$ cat src/rtl/intra_pkg.sv
`default_nettype none
// ============================================================================
// Package     : intra_pkg
// Description : Types and constants for the 4x4 luma intra neighbour fetcher:
//               picture-size defaults, the neutral sample, the read-index
//               enumeration, FSM state encoding and neighbour byte positions.
// Revision    : 1.0 - initial release
// ============================================================================
package intra_pkg;

  localparam int DEF_PIC_W_BLK = 320;
  localparam int DEF_PIC_H_BLK = 180;

  localparam logic [7:0] DEFAULT_SAMPLE = 8'd128;

  // Number of distinct reads one block can need (top, top-right, top-left, 4 left).
  localparam int NUM_RD = 7;

  // Neighbour byte positions: A..D top, E..H top-right, I..L left, M top-left.
  localparam int NUM_NB = 13;
  localparam int NB_A   = 0;
  localparam int NB_E   = 4;
  localparam int NB_I   = 8;
  localparam int NB_M   = 12;

  // Read index; its numeric value is also the bit position in the pending mask,
  // so the lowest pending bit is always the next read in issue order.
  typedef enum logic [2:0] {
    RD_TOP = 3'd0,
    RD_TR  = 3'd1,
    RD_TL  = 3'd2,
    RD_L0  = 3'd3,
    RD_L1  = 3'd4,
    RD_L2  = 3'd5,
    RD_L3  = 3'd6
  } rd_idx_e;

  typedef enum logic [1:0] {
    ST_IDLE   = 2'd0,
    ST_ISSUE  = 2'd1,
    ST_DRAIN  = 2'd2,
    ST_FINISH = 2'd3
  } state_e;

  // Lowest set bit of the pending mask, returned as a read index.
  function automatic rd_idx_e first_pending(input logic [NUM_RD-1:0] mask);
    rd_idx_e idx;
    idx = RD_TOP;
    for (int i = NUM_RD - 1; i >= 0; i--) begin
      if (mask[i]) begin
        idx = rd_idx_e'(3'(i));
      end
    end
    return idx;
  endfunction

endpackage
`default_nettype wire

$ cat src/rtl/intra4x4_neighbour_fetch_if.sv
`default_nettype none
// ============================================================================
// Interface   : intra4x4_neighbour_fetch_if
// Description : Read port of the reconstructed-picture line memory.
//               Ports : rd_en   - read strobe
//                       rd_addr - word address (pixel_row*PIC_W_BLK + block_col)
//                       rd_data - 4 pixels, leftmost in [7:0], valid the
//                                 cycle after rd_en
//               master = fetch engine, slave = memory.
// Revision    : 1.0 - initial release
// ============================================================================
interface intra4x4_neighbour_fetch_if #(
  parameter int ADDR_W = 18
);

  logic              rd_en;
  logic [ADDR_W-1:0] rd_addr;
  logic [31:0]       rd_data;

  modport master (
    output rd_en,
    output rd_addr,
    input  rd_data
  );

  modport slave (
    input  rd_en,
    input  rd_addr,
    output rd_data
  );

endinterface
`default_nettype wire

$ cat src/rtl/intra4x4_nb_addr_gen.sv
`default_nettype none
// ============================================================================
// Module      : intra4x4_nb_addr_gen
// Description : Combinational word-address generator for one neighbour read.
//               Ports : bx_i   - block column
//                       by_i   - block row
//                       idx_i  - which neighbour read
//                       addr_o - row*PIC_W_BLK + col, at ADDR_W width
// Revision    : 1.0 - initial release
// ============================================================================
module intra4x4_nb_addr_gen
  import intra_pkg::*;
#(
  parameter int PIC_W_BLK = DEF_PIC_W_BLK,
  parameter int ADDR_W    = 18
) (
  input  logic [8:0]        bx_i,
  input  logic [7:0]        by_i,
  input  rd_idx_e           idx_i,
  output logic [ADDR_W-1:0] addr_o
);

  localparam logic [ADDR_W-1:0] c_PIC_W = ADDR_W'(PIC_W_BLK);
  localparam logic [ADDR_W-1:0] c_ONE   = ADDR_W'(1);

  logic [ADDR_W-1:0] w_bx;
  logic [ADDR_W-1:0] w_by4;
  logic [ADDR_W-1:0] w_row;
  logic [ADDR_W-1:0] w_col;

  assign w_bx  = ADDR_W'(bx_i);
  assign w_by4 = ADDR_W'({by_i, 2'b00});

  // Top-row reads use the last pixel row of the block above; left reads use
  // the column to the left on each of the block's own four rows.
  always_comb begin
    w_row = w_by4 - c_ONE;
    w_col = w_bx;
    case (idx_i)
      RD_TOP: w_col = w_bx;
      RD_TR:  w_col = w_bx + c_ONE;
      RD_TL:  w_col = w_bx - c_ONE;
      RD_L0: begin
        w_row = w_by4;
        w_col = w_bx - c_ONE;
      end
      RD_L1: begin
        w_row = w_by4 + ADDR_W'(1);
        w_col = w_bx - c_ONE;
      end
      RD_L2: begin
        w_row = w_by4 + ADDR_W'(2);
        w_col = w_bx - c_ONE;
      end
      RD_L3: begin
        w_row = w_by4 + ADDR_W'(3);
        w_col = w_bx - c_ONE;
      end
      default: begin
        w_row = w_by4 - c_ONE;
        w_col = w_bx;
      end
    endcase
  end

  assign addr_o = w_row * c_PIC_W + w_col;

endmodule
`default_nettype wire

$ cat src/rtl/intra4x4_neighbour_fetch.sv
`default_nettype none
// ============================================================================
// Module      : intra4x4_neighbour_fetch
// Description : Fetches the 13 4x4 luma intra neighbours A..M of one block
//               from the recon line memory, with edge/availability
//               substitution, and presents them as registered bytes.
//               Ports : clk, reset       - clock, async active-high reset
//                       start_i          - request (sampled only in IDLE)
//                       bx_i, by_i       - block column / row
//                       tr_avail_i       - top-right block decoded
//                       mem              - memory read port (master)
//                       a_o .. m_o       - neighbour samples
//                       avail_*_o        - real-sample flags
//                       busy_o, done_o   - status / completion pulse
// Revision    : 1.0 - initial release
// ============================================================================
module intra4x4_neighbour_fetch
  import intra_pkg::*;
#(
  parameter int PIC_W_BLK = DEF_PIC_W_BLK,
  parameter int PIC_H_BLK = DEF_PIC_H_BLK,
  parameter int ADDR_W    = 18
) (
  input  logic       clk,
  input  logic       reset,
  input  logic       start_i,
  input  logic [8:0] bx_i,
  input  logic [7:0] by_i,
  input  logic       tr_avail_i,
  intra4x4_neighbour_fetch_if.master mem,
  output logic [7:0] a_o,
  output logic [7:0] b_o,
  output logic [7:0] c_o,
  output logic [7:0] d_o,
  output logic [7:0] e_o,
  output logic [7:0] f_o,
  output logic [7:0] g_o,
  output logic [7:0] h_o,
  output logic [7:0] i_o,
  output logic [7:0] j_o,
  output logic [7:0] k_o,
  output logic [7:0] l_o,
  output logic [7:0] m_o,
  output logic       avail_top_o,
  output logic       avail_left_o,
  output logic       avail_tl_o,
  output logic       busy_o,
  output logic       done_o
);

  state_e state_q, state_d;

  logic [8:0]        bx_q;
  logic [7:0]        by_q;
  logic [NUM_RD-1:0] pend_q;
  logic              top_q, left_q, tl_q, tr_q;
  logic              cap_vld_q;
  rd_idx_e           cap_idx_q;
  logic [7:0]        nb_q [NUM_NB];
  logic [7:0]        nb_d [NUM_NB];
  logic              av_top_q, av_left_q, av_tl_q;

  logic              w_start_ok;
  logic              w_top, w_left, w_tl, w_tr;
  rd_idx_e           w_idx;
  logic [NUM_RD-1:0] w_pend_nxt;
  logic              w_rd_en;
  logic [ADDR_W-1:0] w_addr;
  logic              w_fin_entry;
  logic [7:0]        w_cap [NUM_NB];

  // --------------------------------------------------------------------------
  // Request qualification and availability
  // --------------------------------------------------------------------------
  assign w_start_ok = start_i && (32'(bx_i) < PIC_W_BLK) && (32'(by_i) < PIC_H_BLK);
  assign w_top      = (by_i != 8'd0);
  assign w_left     = (bx_i != 9'd0);
  assign w_tl       = w_top && w_left;
  assign w_tr       = w_top && tr_avail_i && ((32'(bx_i) + 32'd1) < PIC_W_BLK);

  assign w_idx      = first_pending(pend_q);
  assign w_pend_nxt = pend_q & ~(NUM_RD'(1) << w_idx);

  intra4x4_nb_addr_gen #(
    .PIC_W_BLK (PIC_W_BLK),
    .ADDR_W    (ADDR_W)
  ) u_addr_gen (
    .bx_i   (bx_q),
    .by_i   (by_q),
    .idx_i  (w_idx),
    .addr_o (w_addr)
  );

  // --------------------------------------------------------------------------
  // FSM: state register
  // --------------------------------------------------------------------------
  always_ff @(posedge clk or posedge reset) begin
    if (reset) begin
      state_q <= ST_IDLE;
    end else begin
      state_q <= state_d;
    end
  end

  // --------------------------------------------------------------------------
  // FSM: next state
  // --------------------------------------------------------------------------
  always_comb begin
    state_d = state_q;
    case (state_q)
      ST_IDLE: begin
        if (w_start_ok) begin
          state_d = ST_ISSUE;
        end
      end
      ST_ISSUE: begin
        // With nothing to read there is no data to drain, so go straight
        // to FINISH and keep the zero-read latency at two cycles.
        if (pend_q == '0) begin
          state_d = ST_FINISH;
        end else if (w_pend_nxt == '0) begin
          state_d = ST_DRAIN;
        end
      end
      ST_DRAIN:  state_d = ST_FINISH;
      ST_FINISH: state_d = ST_IDLE;
      default:   state_d = ST_IDLE;
    endcase
  end

  // --------------------------------------------------------------------------
  // FSM: outputs
  // --------------------------------------------------------------------------
  always_comb begin
    w_rd_en = 1'b0;
    busy_o  = 1'b0;
    done_o  = 1'b0;
    case (state_q)
      ST_ISSUE: begin
        w_rd_en = (pend_q != '0);
        busy_o  = 1'b1;
      end
      ST_DRAIN: busy_o = 1'b1;
      ST_FINISH: begin
        busy_o = 1'b1;
        done_o = 1'b1;
      end
      default: begin
        w_rd_en = 1'b0;
        busy_o  = 1'b0;
        done_o  = 1'b0;
      end
    endcase
  end

  assign mem.rd_en   = w_rd_en;
  assign mem.rd_addr = w_rd_en ? w_addr : '0;

  assign w_fin_entry = (state_d == ST_FINISH);

  // --------------------------------------------------------------------------
  // Capture mux: data returning this cycle belongs to the read tagged last cycle
  // --------------------------------------------------------------------------
  always_comb begin
    for (int n = 0; n < NUM_NB; n++) begin
      w_cap[n] = nb_q[n];
    end
    if (cap_vld_q) begin
      case (cap_idx_q)
        RD_TOP: begin
          for (int b = 0; b < 4; b++) begin
            w_cap[NB_A + b] = mem.rd_data[8*b +: 8];
          end
        end
        RD_TR: begin
          for (int b = 0; b < 4; b++) begin
            w_cap[NB_E + b] = mem.rd_data[8*b +: 8];
          end
        end
        RD_TL:   w_cap[NB_M]     = mem.rd_data[31:24];
        RD_L0:   w_cap[NB_I]     = mem.rd_data[31:24];
        RD_L1:   w_cap[NB_I + 1] = mem.rd_data[31:24];
        RD_L2:   w_cap[NB_I + 2] = mem.rd_data[31:24];
        RD_L3:   w_cap[NB_I + 3] = mem.rd_data[31:24];
        default: w_cap[NB_A]     = nb_q[NB_A];
      endcase
    end
  end

  // Substitution is applied on the edge into FINISH so it also sees a D that
  // is being captured on that same edge.
  always_comb begin
    for (int n = 0; n < NUM_NB; n++) begin
      nb_d[n] = w_cap[n];
    end
    if (w_fin_entry) begin
      if (!top_q) begin
        for (int n = NB_A; n < NB_I; n++) begin
          nb_d[n] = DEFAULT_SAMPLE;
        end
      end else if (!tr_q) begin
        for (int n = NB_E; n < NB_I; n++) begin
          nb_d[n] = w_cap[NB_A + 3];
        end
      end
      if (!left_q) begin
        for (int n = NB_I; n < NB_M; n++) begin
          nb_d[n] = DEFAULT_SAMPLE;
        end
      end
      if (!tl_q) begin
        nb_d[NB_M] = DEFAULT_SAMPLE;
      end
    end
  end

  // --------------------------------------------------------------------------
  // Datapath registers
  // --------------------------------------------------------------------------
  always_ff @(posedge clk or posedge reset) begin
    if (reset) begin
      bx_q      <= '0;
      by_q      <= '0;
      pend_q    <= '0;
      top_q     <= 1'b0;
      left_q    <= 1'b0;
      tl_q      <= 1'b0;
      tr_q      <= 1'b0;
      cap_vld_q <= 1'b0;
      cap_idx_q <= RD_TOP;
      av_top_q  <= 1'b0;
      av_left_q <= 1'b0;
      av_tl_q   <= 1'b0;
      for (int n = 0; n < NUM_NB; n++) begin
        nb_q[n] <= DEFAULT_SAMPLE;
      end
    end else begin
      cap_vld_q <= w_rd_en;
      if (w_rd_en) begin
        cap_idx_q <= w_idx;
      end
      if ((state_q == ST_IDLE) && w_start_ok) begin
        bx_q   <= bx_i;
        by_q   <= by_i;
        top_q  <= w_top;
        left_q <= w_left;
        tl_q   <= w_tl;
        tr_q   <= w_tr;
        pend_q <= {{4{w_left}}, w_tl, w_tr, w_top};
      end else if (w_rd_en) begin
        pend_q <= w_pend_nxt;
      end
      for (int n = 0; n < NUM_NB; n++) begin
        nb_q[n] <= nb_d[n];
      end
      // Flags move together with the bytes so both stay stable between dones.
      if (w_fin_entry) begin
        av_top_q  <= top_q;
        av_left_q <= left_q;
        av_tl_q   <= tl_q;
      end
    end
  end

  assign a_o = nb_q[0];
  assign b_o = nb_q[1];
  assign c_o = nb_q[2];
  assign d_o = nb_q[3];
  assign e_o = nb_q[4];
  assign f_o = nb_q[5];
  assign g_o = nb_q[6];
  assign h_o = nb_q[7];
  assign i_o = nb_q[8];
  assign j_o = nb_q[9];
  assign k_o = nb_q[10];
  assign l_o = nb_q[11];
  assign m_o = nb_q[12];

  assign avail_top_o  = av_top_q;
  assign avail_left_o = av_left_q;
  assign avail_tl_o   = av_tl_q;

endmodule
`default_nettype wire
$ cat src/flat_wrapper.sv
// flat-port wrapper written by rule: the top's interface ports become plain ports
module intra4x4_neighbour_fetch_flat import intra_pkg::*;
#(
  parameter int PIC_W_BLK = DEF_PIC_W_BLK,
  parameter int PIC_H_BLK = DEF_PIC_H_BLK,
  parameter int ADDR_W    = 18
)
  (clk, reset, start_i, bx_i, by_i, tr_avail_i, a_o, b_o, c_o, d_o, e_o, f_o, g_o, h_o, i_o, j_o, k_o, l_o, m_o, avail_top_o, avail_left_o, avail_tl_o, busy_o, done_o, mem_rd_en, mem_rd_addr, mem_rd_data);
  intra4x4_neighbour_fetch_if #(.ADDR_W(ADDR_W)) mem_i ();
  input  logic clk;
  input  logic reset;
  input  logic start_i;
  input  logic [8:0] bx_i;
  input  logic [7:0] by_i;
  input  logic tr_avail_i;
  output logic [7:0] a_o;
  output logic [7:0] b_o;
  output logic [7:0] c_o;
  output logic [7:0] d_o;
  output logic [7:0] e_o;
  output logic [7:0] f_o;
  output logic [7:0] g_o;
  output logic [7:0] h_o;
  output logic [7:0] i_o;
  output logic [7:0] j_o;
  output logic [7:0] k_o;
  output logic [7:0] l_o;
  output logic [7:0] m_o;
  output logic avail_top_o;
  output logic avail_left_o;
  output logic avail_tl_o;
  output logic busy_o;
  output logic done_o;
  output wire logic [$bits(mem_i.rd_en)-1:0] mem_rd_en;
  output wire logic [$bits(mem_i.rd_addr)-1:0] mem_rd_addr;
  input wire logic [$bits(mem_i.rd_data)-1:0] mem_rd_data;
  assign mem_rd_en = mem_i.rd_en;
  assign mem_rd_addr = mem_i.rd_addr;
  assign mem_i.rd_data = mem_rd_data;
  intra4x4_neighbour_fetch #(.PIC_W_BLK(PIC_W_BLK), .PIC_H_BLK(PIC_H_BLK), .ADDR_W(ADDR_W)) u_core (.clk(clk), .reset(reset), .start_i(start_i), .bx_i(bx_i), .by_i(by_i), .tr_avail_i(tr_avail_i), .mem(mem_i), .a_o(a_o), .b_o(b_o), .c_o(c_o), .d_o(d_o), .e_o(e_o), .f_o(f_o), .g_o(g_o), .h_o(h_o), .i_o(i_o), .j_o(j_o), .k_o(k_o), .l_o(l_o), .m_o(m_o), .avail_top_o(avail_top_o), .avail_left_o(avail_left_o), .avail_tl_o(avail_tl_o), .busy_o(busy_o), .done_o(done_o));
endmodule
$ cat config.mk
export PLATFORM = sky130hd
export DESIGN_NAME = intra4x4_neighbour_fetch_flat
export DESIGN_NICKNAME = d
export VERILOG_FILES = /design/src/rtl/intra_pkg.sv /design/src/rtl/intra4x4_neighbour_fetch_if.sv /design/src/rtl/intra4x4_nb_addr_gen.sv /design/src/rtl/intra4x4_neighbour_fetch.sv /design/src/flat_wrapper.sv
export SDC_FILE = /design/constraint.sdc
export NUM_CORES = 1
export LEC_CHECK = 0
export ABC_AREA = 0
export CAP_MARGIN = 30
export CORE_ASPECT_RATIO = 0.7
export CORE_UTILIZATION = 40
export DETAILED_ROUTE_END_ITERATION = 12
export PLACE_DENSITY_LB_ADDON = 0.05
export SYNTH_ARGS = -nofsm -noshare
export SYNTH_HDL_FRONTEND = slang
export SYNTH_SLANG_ARGS = --single-unit
export TNS_END_PERCENT = 1
$ cat constraint.sdc
create_clock -name clk -period 6.1 [get_ports clk]
set_input_delay 0.61 -clock clk [delete_from_list [all_inputs] [get_ports clk]]
set_output_delay 0.61 -clock clk [all_outputs]
set_load 0.02 [all_outputs]
==> Yosys cells after proc, flatten, opt, wreduce, memory -nomap -nowiden <==
Cells that the tools add are included.
{ "totals": {"regBits": 141, "latch_bits": 0, "ramBits": 0, "romBits": 0, "inputBits": 53, "out_inout_bits": 128, "wordCells": 107, "n_memories": 0} }
{ "classes": {"addsub": 8, "n_mul": 1, "n_div": 0, "n_lt_le_gt_ge": 3, "eq_ne": 16, "shift": 1, "mux": 34, "bitwise": 2, "n_reduce_logical": 16} }
{ "op_table": {"columns": ["operator", "count"], "rows": [
  ["$mux W104", 2],
  ["$mux W32", 5],
  ["$pmux W18 S4", 1],
  ["$mux W8", 7],
  ["$pmux W18 S2", 1],
  ["$lt A32 B9 Y1 const B", 1],
  ["$mux W24", 1],
  ["$add A10 B2 Y11 const B", 2],
  ["$mux W3", 7],
  ["$add A9 B1 Y10 const B", 2],
  ["$add A18 B18 Y18", 1],
  ["$eq A3 B3 Y1 const B", 6],
  ["$mul A18 B3 Y12 const B", 1],
  ["$mux W18", 1],
  ["$logic_not A7 Y1", 2],
  ["$mux W7", 2],
  ["$eq A3 B2 Y1 const B", 4],
  ["$add A10 B1 Y11 const B", 1],
  ["$sub A10 B1 Y11 const B", 1],
  ["$sub A9 B1 Y10 const B", 1],
  ["$lt A9 B9 Y1 const B", 1],
  ["$reduce_bool A9 Y1", 1],
  ["$lt A8 B8 Y1 const B", 1],
  ["$pmux W2 S4", 1],
  ["other kinds (16)", 28]
]} }

==> Longest topological paths before layout <==
{ "logic_depth": {"depth_word": 16, "depth_mapped": 21, "mapped_depth_nobuf": 19} }

==> Cells and area by module <==
A second synthesis with hierarchy kept.
{ "hier_totals": {"hier_cells": 794, "area_unflattened_um2": 7709.9} }
{ "by_module_without_submodules": {"columns": ["mod", "n_inst", "cells_per_inst", "area_per_inst_um2", "seq_area_each_um2"], "rows": [
  ["intra4x4_neighbour_fetch", 1, 602, 6276.0, 3544.6],
  ["intra4x4_nb_addr_gen", 1, 192, 1433.9, 0.0]
]} }

==> Worst setup path after synthesis <==
OpenSTA, ideal clock, no wires.
{ "synth_path": {"kind": "reg2out", "start": "register u_core.pend_q[0]", "end": "output mem_rd_addr[17]", "arrival_ns": 4.326, "t_required_ns": 5.490, "path_slack_ns": 1.164, "path_stages_with_launch": 21, "path_buffers": 2, "path_cell_list": "dfrtp_1 -> buf_2 -> or3_1 -> clkbuf_1 -> nor2_1 -> or3_1 -> nand2_1 -> ha_1 -> ha_1 -> a21o_1 -> a21oi_1 -> o21bai_1 -> a21oi_1 -> o21ai_0 -> xor2_1 -> ha_1 -> or3_1 -> o21ai_0 -> a31oi_1 -> xnor3_1 -> nor2_1"} }
{ "synth_between": {"elab_chain_cells": 6, "word_cells_on_any_way": 15, "cone_classes": "add/sub (1); mul (1); eq/ne (6); mux (5); reduce/logical (2)"} }
{ "synth_rtl": {"columns": ["element", "line", "source"], "rows": [
  ["start: declaration", "intra4x4_neighbour_fetch.sv:55", "logic [NUM_RD-1:0] pend_q;"],
  ["start signal: assignment", "intra4x4_neighbour_fetch.sv:249", "pend_q <= {{4{w_left}}, w_tl, w_tr, w_top};"],
  ["start signal: assignment", "intra4x4_neighbour_fetch.sv:251", "pend_q <= w_pend_nxt;"],
  ["$mux W3", "intra_pkg.sv:50", "if (mask[i]) begin"],
  ["$eq A3 B3 Y1 / $eq A3 B2 Y1 (equally long branches)", "intra4x4_nb_addr_gen.sv:39", "case (idx_i)"],
  ["$pmux W18 S4 / $reduce_or A5 Y1 (equally long branches)", null, null],
  ["$mul A18 B3 Y12 / $pmux W18 S2 (equally long branches)", "intra4x4_nb_addr_gen.sv:66, intra4x4_nb_addr_gen.sv:39", null],
  ["$add A18 B18 Y18", "intra4x4_nb_addr_gen.sv:66", "assign addr_o = w_row * c_PIC_W + w_col;"],
  ["$mux W18 (*)", "intra4x4_neighbour_fetch.sv:157", "assign mem.rd_addr = w_rd_en ? w_addr : '0;"],
  ["end: declaration", "flat_wrapper.sv:35", "output wire logic [$bits(mem_i.rd_addr)-1:0] mem_rd_addr;"]
]} }
Every way passes the cells marked *; elsewhere a longest branch is shown, timed or not.

==> Worst setup path in the final report <==
{ "layout_path": {"start": "register u_core.pend_q[4]", "end": "output mem_rd_addr[16]"} }
{ "layout_between": {"elab_chain_cells": 10, "word_cells_on_any_way": 19, "cone_classes": "add/sub (1); mul (1); eq/ne (6); mux (9); reduce/logical (2)"} }
{ "layout_rtl": {"columns": ["element", "line"], "rows": [
  ["$mux W3 (5 in series)", "intra_pkg.sv:50"],
  ["$eq A3 B3 Y1 / $eq A3 B2 Y1 (equally long branches)", "intra4x4_nb_addr_gen.sv:39"],
  ["$pmux W18 S4 / $reduce_or A5 Y1 (equally long branches)", null],
  ["$mul A18 B3 Y12 / $pmux W18 S2 (equally long branches)", "intra4x4_nb_addr_gen.sv:66, intra4x4_nb_addr_gen.sv:39"],
  ["$add A18 B18 Y18", "intra4x4_nb_addr_gen.sv:66"],
  ["$mux W18 (*)", "intra4x4_neighbour_fetch.sv:157"]
]} }
Marks and branches as above.

==> results.cfg <==
[place]
placed_cell_area_um2 = 9740
dpl.hpwl_um = 16100
io_buffer_count = 180
gp_congestion = 0.821

[outcome]
status = finished, final reports clean

[sta]
drv_slew = 0
setup_viol = 0
fmax_mhz = 176
setup_tns_ns = 0
fin_crit_sh = 0.930
skew_ns = 0.0122
final_hold_viol_count = 0
fin_crit_ns = 5.67
worst_pin_slew_ns = 0.867
hold_slack_ns = 0.498
slew_headroom = 0.422
rsz0062_at_grt = no

[yosys]
seq_area_frac_synth = 0.462
synth_seq_cells = 141
syn_nets = 944
syn_inst = 858
synth.distinct_cells = 63
synth_edf_count = 0
synthFlopType = dfrtp_1
yosysTopAreaCell = dfrtp_1
netlist_area_um2 = 7660
ys_warn_count = 0
postSynthAreaPerCell_um2 = 8.93
synth_top_area_share = 0.418
synth_area_leaders = dfrtp_1 (42%), nand2_1 (11%), ha_1 (5.1%), a21oi_1 (4.6%), mux2_2 (4.6%)
postSynth.asyncResetShare = 1.00

[power]
p_switching_uw = 3480
power_frac_seq = 0.218
p_per_area_nw_per_um2 = 734
ir_worst_vdd_uv = 441
clock_power_share = 0.140
switching_share = 0.457
p_int_uw = 4140
leakagePower_uw = 0.00466
p_comb_frac = 0.641

[clock_network]
clockBufferDepth = 2
cts_hold_buffers = 0
root_buffer = clkbuf_16
postCtsSetupRepairBufs = 0
htreeDepth = 4
cts-resized-gates = 0
clkTransAtPathRegs_ns = 0.06
cts_made_buffers = 17
cts_tree = done
cts_sinks = 141
clk-insertion-delay-late_ns = 0.43

[critical_path]
cp_data_arrival_time_ns = 5.06
critPathKind = register to output pin
slowest_stage = clkdlybuf4s50_1
critPathLaunchType = register
crit_fanout = 9
cp.required_ns = 5.49
worstPathCellList = or2_4 > o41ai_4 > and4_1 > and3_1 > a32oi_1 > xnor2_1 > ha_1 > fa_1 > a21o_1 > a21oi_1 > nor2b_1 > o221ai_1 > o21ai_0 > xnor2_1 > nor2_1 > clkdlybuf4s50_1
path_common_cell = xnor2_1
cp_num_buf_inv = 1
crit_family = compound AO/OA/AOI/OAI gates
crit_path_end_kind = output pin
slowest_delay_ns = 0.61

[cells_and_area]
most-common-layout-cells = nand2_1 (233), clkdlybuf4s50_1 (179), dfrtp_1 (128)
area_growth_pct = 35.3
fill_cells = 1673
num_antenna_cells = 0
nNetsFinal = 1114
finish.instance_area_um2 = 10400
final_common_cell = nand2_1
drive_above_1_share = 0.119

[hold_path]
hp-class = register to register

[floorplanning]
dieArea_um2 = 19700
die_w_um = 167
fp.coreArea_um2 = 18400
initial_core_util = 0.417
io_pins = 181
placementRows = 41
die_h_um = 118

[flow_run]
maxCapViolCount = 0

[detailed_routing]
drt_first_pass_iters = 7
drtIter0Drc = 467
vias_per_cell = 5.23
via_count = 6685
drcViolationCount = 0
postRouteAntennaNets = 0
drt_wl_total_um = 22700
wire_per_inst_um = 17.8

[grt]
grt_pass1_wl_um = 36100
grt_overflow_total = 0
antenna_found_initial = 0
grt_max_degree = 95
grt_pass1_vias = 6337
grt_use_total = 0.236
[cells in the mapped netlist, types with 13 or more instances]
master    count
nand2_1     233
dfrtp_1     128
a21oi_1      70
o21ai_0      56
nor2_1       54
ha_1         31
mux2_2       31
clkbuf_1     24
xnor2_1      18
inv_1        17
nand3_1      16
dfstp_2      13
[sequential cells by signal, indices dropped and copies added, names as in the netlist, 2 cells and up]
register          flops
u_core.by_q           8
u_core.h_o            8
u_core.b_o            8
u_core.j_o            8
u_core.pend_q         7
u_core.a_o            8
u_core.i_o            8
u_core.state_q        2
u_core.cap_idx_q      3
u_core.l_o            8
u_core.e_o            8
u_core.g_o            8
u_core.f_o            8
u_core.d_o            8
u_core.m_o            8
u_core.c_o            8
u_core.bx_q           9
u_core.k_o            8
[final timing paths]
check                                              from                          end  slack, ns  depth (start not counted)
max                        u_core.pend_q[4]$_DFFE_PP0P_              mem_rd_addr[16]       0.43                         16
min                             u_core.a_o[7]$_DFF_PP1_      u_core.a_o[7]$_DFF_PP1_       0.50                          2
max reg2reg                u_core.pend_q[3]$_DFFE_PP0P_      u_core.d_o[5]$_DFF_PP0_       3.27                          7
min reg2reg                     u_core.a_o[7]$_DFF_PP1_      u_core.a_o[7]$_DFF_PP1_       0.50                          2
max in group asynchronous                         reset      u_core.m_o[0]$_DFF_PP0_       4.16                          3
min in group asynchronous                         reset  u_core.state_q[1]$_DFF_PP0_       0.75                          2
[cell families (layout without fill, tap and decap cells)]
logic type               count (synthesis)  after routing  share of synthesized area
adder cells (fa/ha/maj)                 34             34                     0.0571
flip-flops                             141            141                      0.462
buffers and inverters                   57            240                     0.0323
XOR/XNOR                                31             31                     0.0372
multiplexers                            43             43                     0.0612
AO/OA/AOI/OAI                          166            166                      0.129
AND/OR/NAND/NOR                        386            386                      0.220
[per-stage QoR]
step | util | instances | setup slack (ns) | total power, uW
6_report | 0.565 | 1277 | 0.428 | 7620
5_1_grt | 0.565 | 1277 | 0.200 | 8230
4_1_cts | 0.563 | 1277 | 0.0289 | 7630
3_5_place_dp | 0.530 | 1245 | 0.522 | 6510
3_3_place_gp | 0.526 | 1242 | 0.542 | 6440
2_1_floorplan | - | 858 | 1.16 | 4890
[power by group through the flow]
| stage | registers [uW] | clock network [uW] | logic (uW) |
|---|---|---|---|
| floorplan | 1820 | 0 | 3070 |
| global placement | 1660 | 0 | 4780 |
| detailed placement | 1660 | 0 | 4850 |
| CTS | 1650 | 1090 | 4890 |
| global route | 1720 | 1120 | 5390 |
| finish | 1660 | 1070 | 4890 |
[routing by layer]
layer	vias to the layer above	global-route usage	routed length, um
met1	3207	0.379	12300
met3	13	0.0518	1250
met4	0	0.0636	208
met5	-	0	0
li1	3255	-	-
met2	210	0.309	8950
[tightest hold or removal path, cell delays in order, from the launching register on]
cell     delay [ns]
dfstp_2        0.37
nand2_1        0.05
nand3_1        0.08
[area by class of cell]
type	count	area, um^2	share of cell area
Sequential cell	141	3540	0.342
Tap cell	236	295	0.0285
Multi-Input combinational cell	660	3920	0.378
Clock buffer	18	439	0.0423
Clock inverter	14	161	0.0156
Inverter	17	68.8	0.00663
Timing Repair Buffer	191	1950	0.188
(Power assumes the default switching activity.)
==> RTL change: new RTL, same settings <==
Encoding of `state_e`: now one-hot (4 bits for 4 states).
--- a/src/rtl/intra_pkg.sv
+++ b/src/rtl/intra_pkg.sv
@@ -36,9 +36,9 @@
   } rd_idx_e;
 
-  typedef enum logic [1:0] {
-    ST_IDLE   = 2'd0,
-    ST_ISSUE  = 2'd1,
-    ST_DRAIN  = 2'd2,
-    ST_FINISH = 2'd3
+  typedef enum logic [3:0] {
+    ST_IDLE   = 4'b0001,
+    ST_ISSUE  = 4'b0010,
+    ST_DRAIN  = 4'b0100,
+    ST_FINISH = 4'b1000
   } state_e;
 
Behaviour: same outputs for any inputs over 4 cycles, from zero or initial values and one cycle with reset high; so few cycles prove little.
==> RTL change against the original RTL <==
  * Power down 28%
  * Largest power group unchanged
  * Design area up 1.7%
  * Routed wire length down 0.77%
  * Critical path type unchanged
  * Synthesized cell count up 1.3%
  * Sequential cell count up 2
  * Critical endpoint is now mem_rd_addr[17]
  * Worst setup slack better by 0.23 ns
  * Area after synthesis up 3.1%
  * Clock power down 7%
  * Fmax up 4.3%
  * Final cell count up 3.1%
  * Global-route usage down 0.72 points
  * Worst hold slack worse by 0.018 ns
==> RTL change: results (changes against the original RTL) <==
Drt
  – Met3 wire length: 1.22 mm (-2.9%)
  – Via count: 6906 (+3.3%)
  – Wl on met1: 11.8 mm (-4.6%)
  – Vias/cell: 5.25 (+0.24%)
  – Drt first-iter violations: 415 (-11%)
  – DR pass1 iterations: 5 (-2)
  – DR top layer: met4
  – DR WL/cell: 17.1 um (-3.7%)

Synth
  – Synth cell types: 59 (-6.3%)
  – Compound-Gate Fraction of Synth Area: 0.143 (+0.0140)
  – Mux contribution to synthesized area: 0.0747 (+0.0135)
  – Top post-synthesis cells by area: dfrtp_1 (41%), nand2_1 (8.1%), mux2i_1 (5.2%)
  – Adder-cell area share of the yosys netlist: 0.0554 (-0.00172)
  – Mean area per synthesized cell: 9.09 um2 (+1.8%)
  – Post-synthesis xor/xnor area fraction: 0.0377 (+0.000464)

Placed design
  – Dpl hpwl: 15.7 mm (-2.5%)
  – Dpl cells: 1284 (+3.1%)
  – Gpl congestion: 0.784 (-4.6%)

Critical path
  – Reg2reg end: u_core.c_o[5]
  – Delay-heaviest family, CP: simple AND/OR/NAND/NOR gates
  – Critical Path Slowest Stage Cell: dfrtp_1
  – R2R Setup Slk: 3.29 ns (+0.02 ns)
  – Worst-path maximum fanout: 10 (+1)
  – CP arrival: 4.83 ns (-0.23 ns)
  – Max incr delay on CP: 0.48 ns (-0.13 ns)

Layout
  – Max reg flops: 9 (unchanged)
  – # nets final: 1125 (+0.99%)
  – Fraction of layout cells with a size suffix above 1: 0.0932 (-0.0260)

Clock network
  – Max Buffers Root-to-Sink: 2 (unchanged)

Outcome
  – Status: complete, no violations

Min path
  – Hold EP: u_core.tr_q
  – Hold path startpoint: u_core.tr_q

Global route
  – Global-route wire length before repair: 35.8 mm (-1.1%)
  – GRT Total Usage: 0.229 (-0.00715)
  – Largest net degree at the start of global routing: 89 (-6.3%)
  – Vias in the first global route: 6541 (+3.2%)

STA
  – Tightest Pin Transition: 0.928 ns (+0.0607 ns)
  – Fmax: 0.184 GHz (+4.3%)
  – Clock skew: 0.0100 ns (-0.00217 ns)

Power
  – P_leak: 4.35 nW (-6.7%)
  – IR drop worst, VDD: 235 uV (-47%)
RTL change: cell families (layout without fill, tap and decap cells):
kind of cell	after synthesis	in the layout
simple gates	341	341
compound gates	202	202
buf+inv	58	241
flops	143	143
xor+xnor	34	34
fa+ha+maj	34	34
mux	57	57
RTL change: power by group:
group	switching [mW]	internal, mW
registers	0.282	1.32
logic	1.55	1.35
clock network	0.447	0.545
RTL change: how the worst max path moves through the flow:
| stage | start | end | slack (ns) | depth (start not counted) |
|---|---|---|---|---|
| after global placement | u_core.pend_q[0] | mem_rd_addr[17] | 0.52 | 19 |
| after CTS | u_core.pend_q[3] | mem_rd_addr[17] | 0.08 | 21 |
| after detailed placement | u_core.pend_q[0] | mem_rd_addr[17] | 0.42 | 19 |
| final | u_core.pend_q[0] | mem_rd_addr[17] | 0.66 | 20 |
| after global routing | u_core.pend_q[0] | mem_rd_addr[16] | 0.35 | 19 |
| after floorplan | u_core.pend_q[1] | mem_rd_addr[17] | 1.28 | 19 |
RTL change: layout make-up:
type / instances / area [um2]
Clock buffer: 18 / 439
Clock inverter: 14 / 121
Fill cell: 1752 / 8580
Inverter: 18 / 72.6
Multi-Input combinational cell: 668 / 4100
Sequential cell: 143 / 3600
Tap cell: 264 / 330
Timing Repair Buffer: 191 / 1880
RTL change: through the flow:
stage          worst slack [ns]  hold slack [ns]  cell area (um2)  power [mW]
2_1_floorplan              1.28            0.470             7900        3.48
3_3_place_gp              0.522            0.458             9950        4.48
3_5_place_dp              0.419            0.462             9960        4.50
4_1_cts                  0.0816            0.482            10500        5.52
5_1_grt                   0.347            0.501            10500        5.90
6_report                  0.660            0.480            10500        5.50
RTL change: timing repair:
item,in CTS,in global routing
endpoints found under the setup margin,1,1
hold buffers,0,0
gates cloned,0,0
gates resized for setup,1,7
RTL change: worst min-delay path: cells and delay by family, from the launching register on:
family	cells	cell delay [ns]
flip-flops	1	0.34
AND/OR/NAND/NOR	2	0.11
RTL change: layer usage:
metal / up-vias / GRT usage
met1: 3333 / 0.354
met3: 16 / 0.0488
met4: 0 / 0.0681
met2: 201 / 0.314
met5: - / 0
li1: 3356 / -
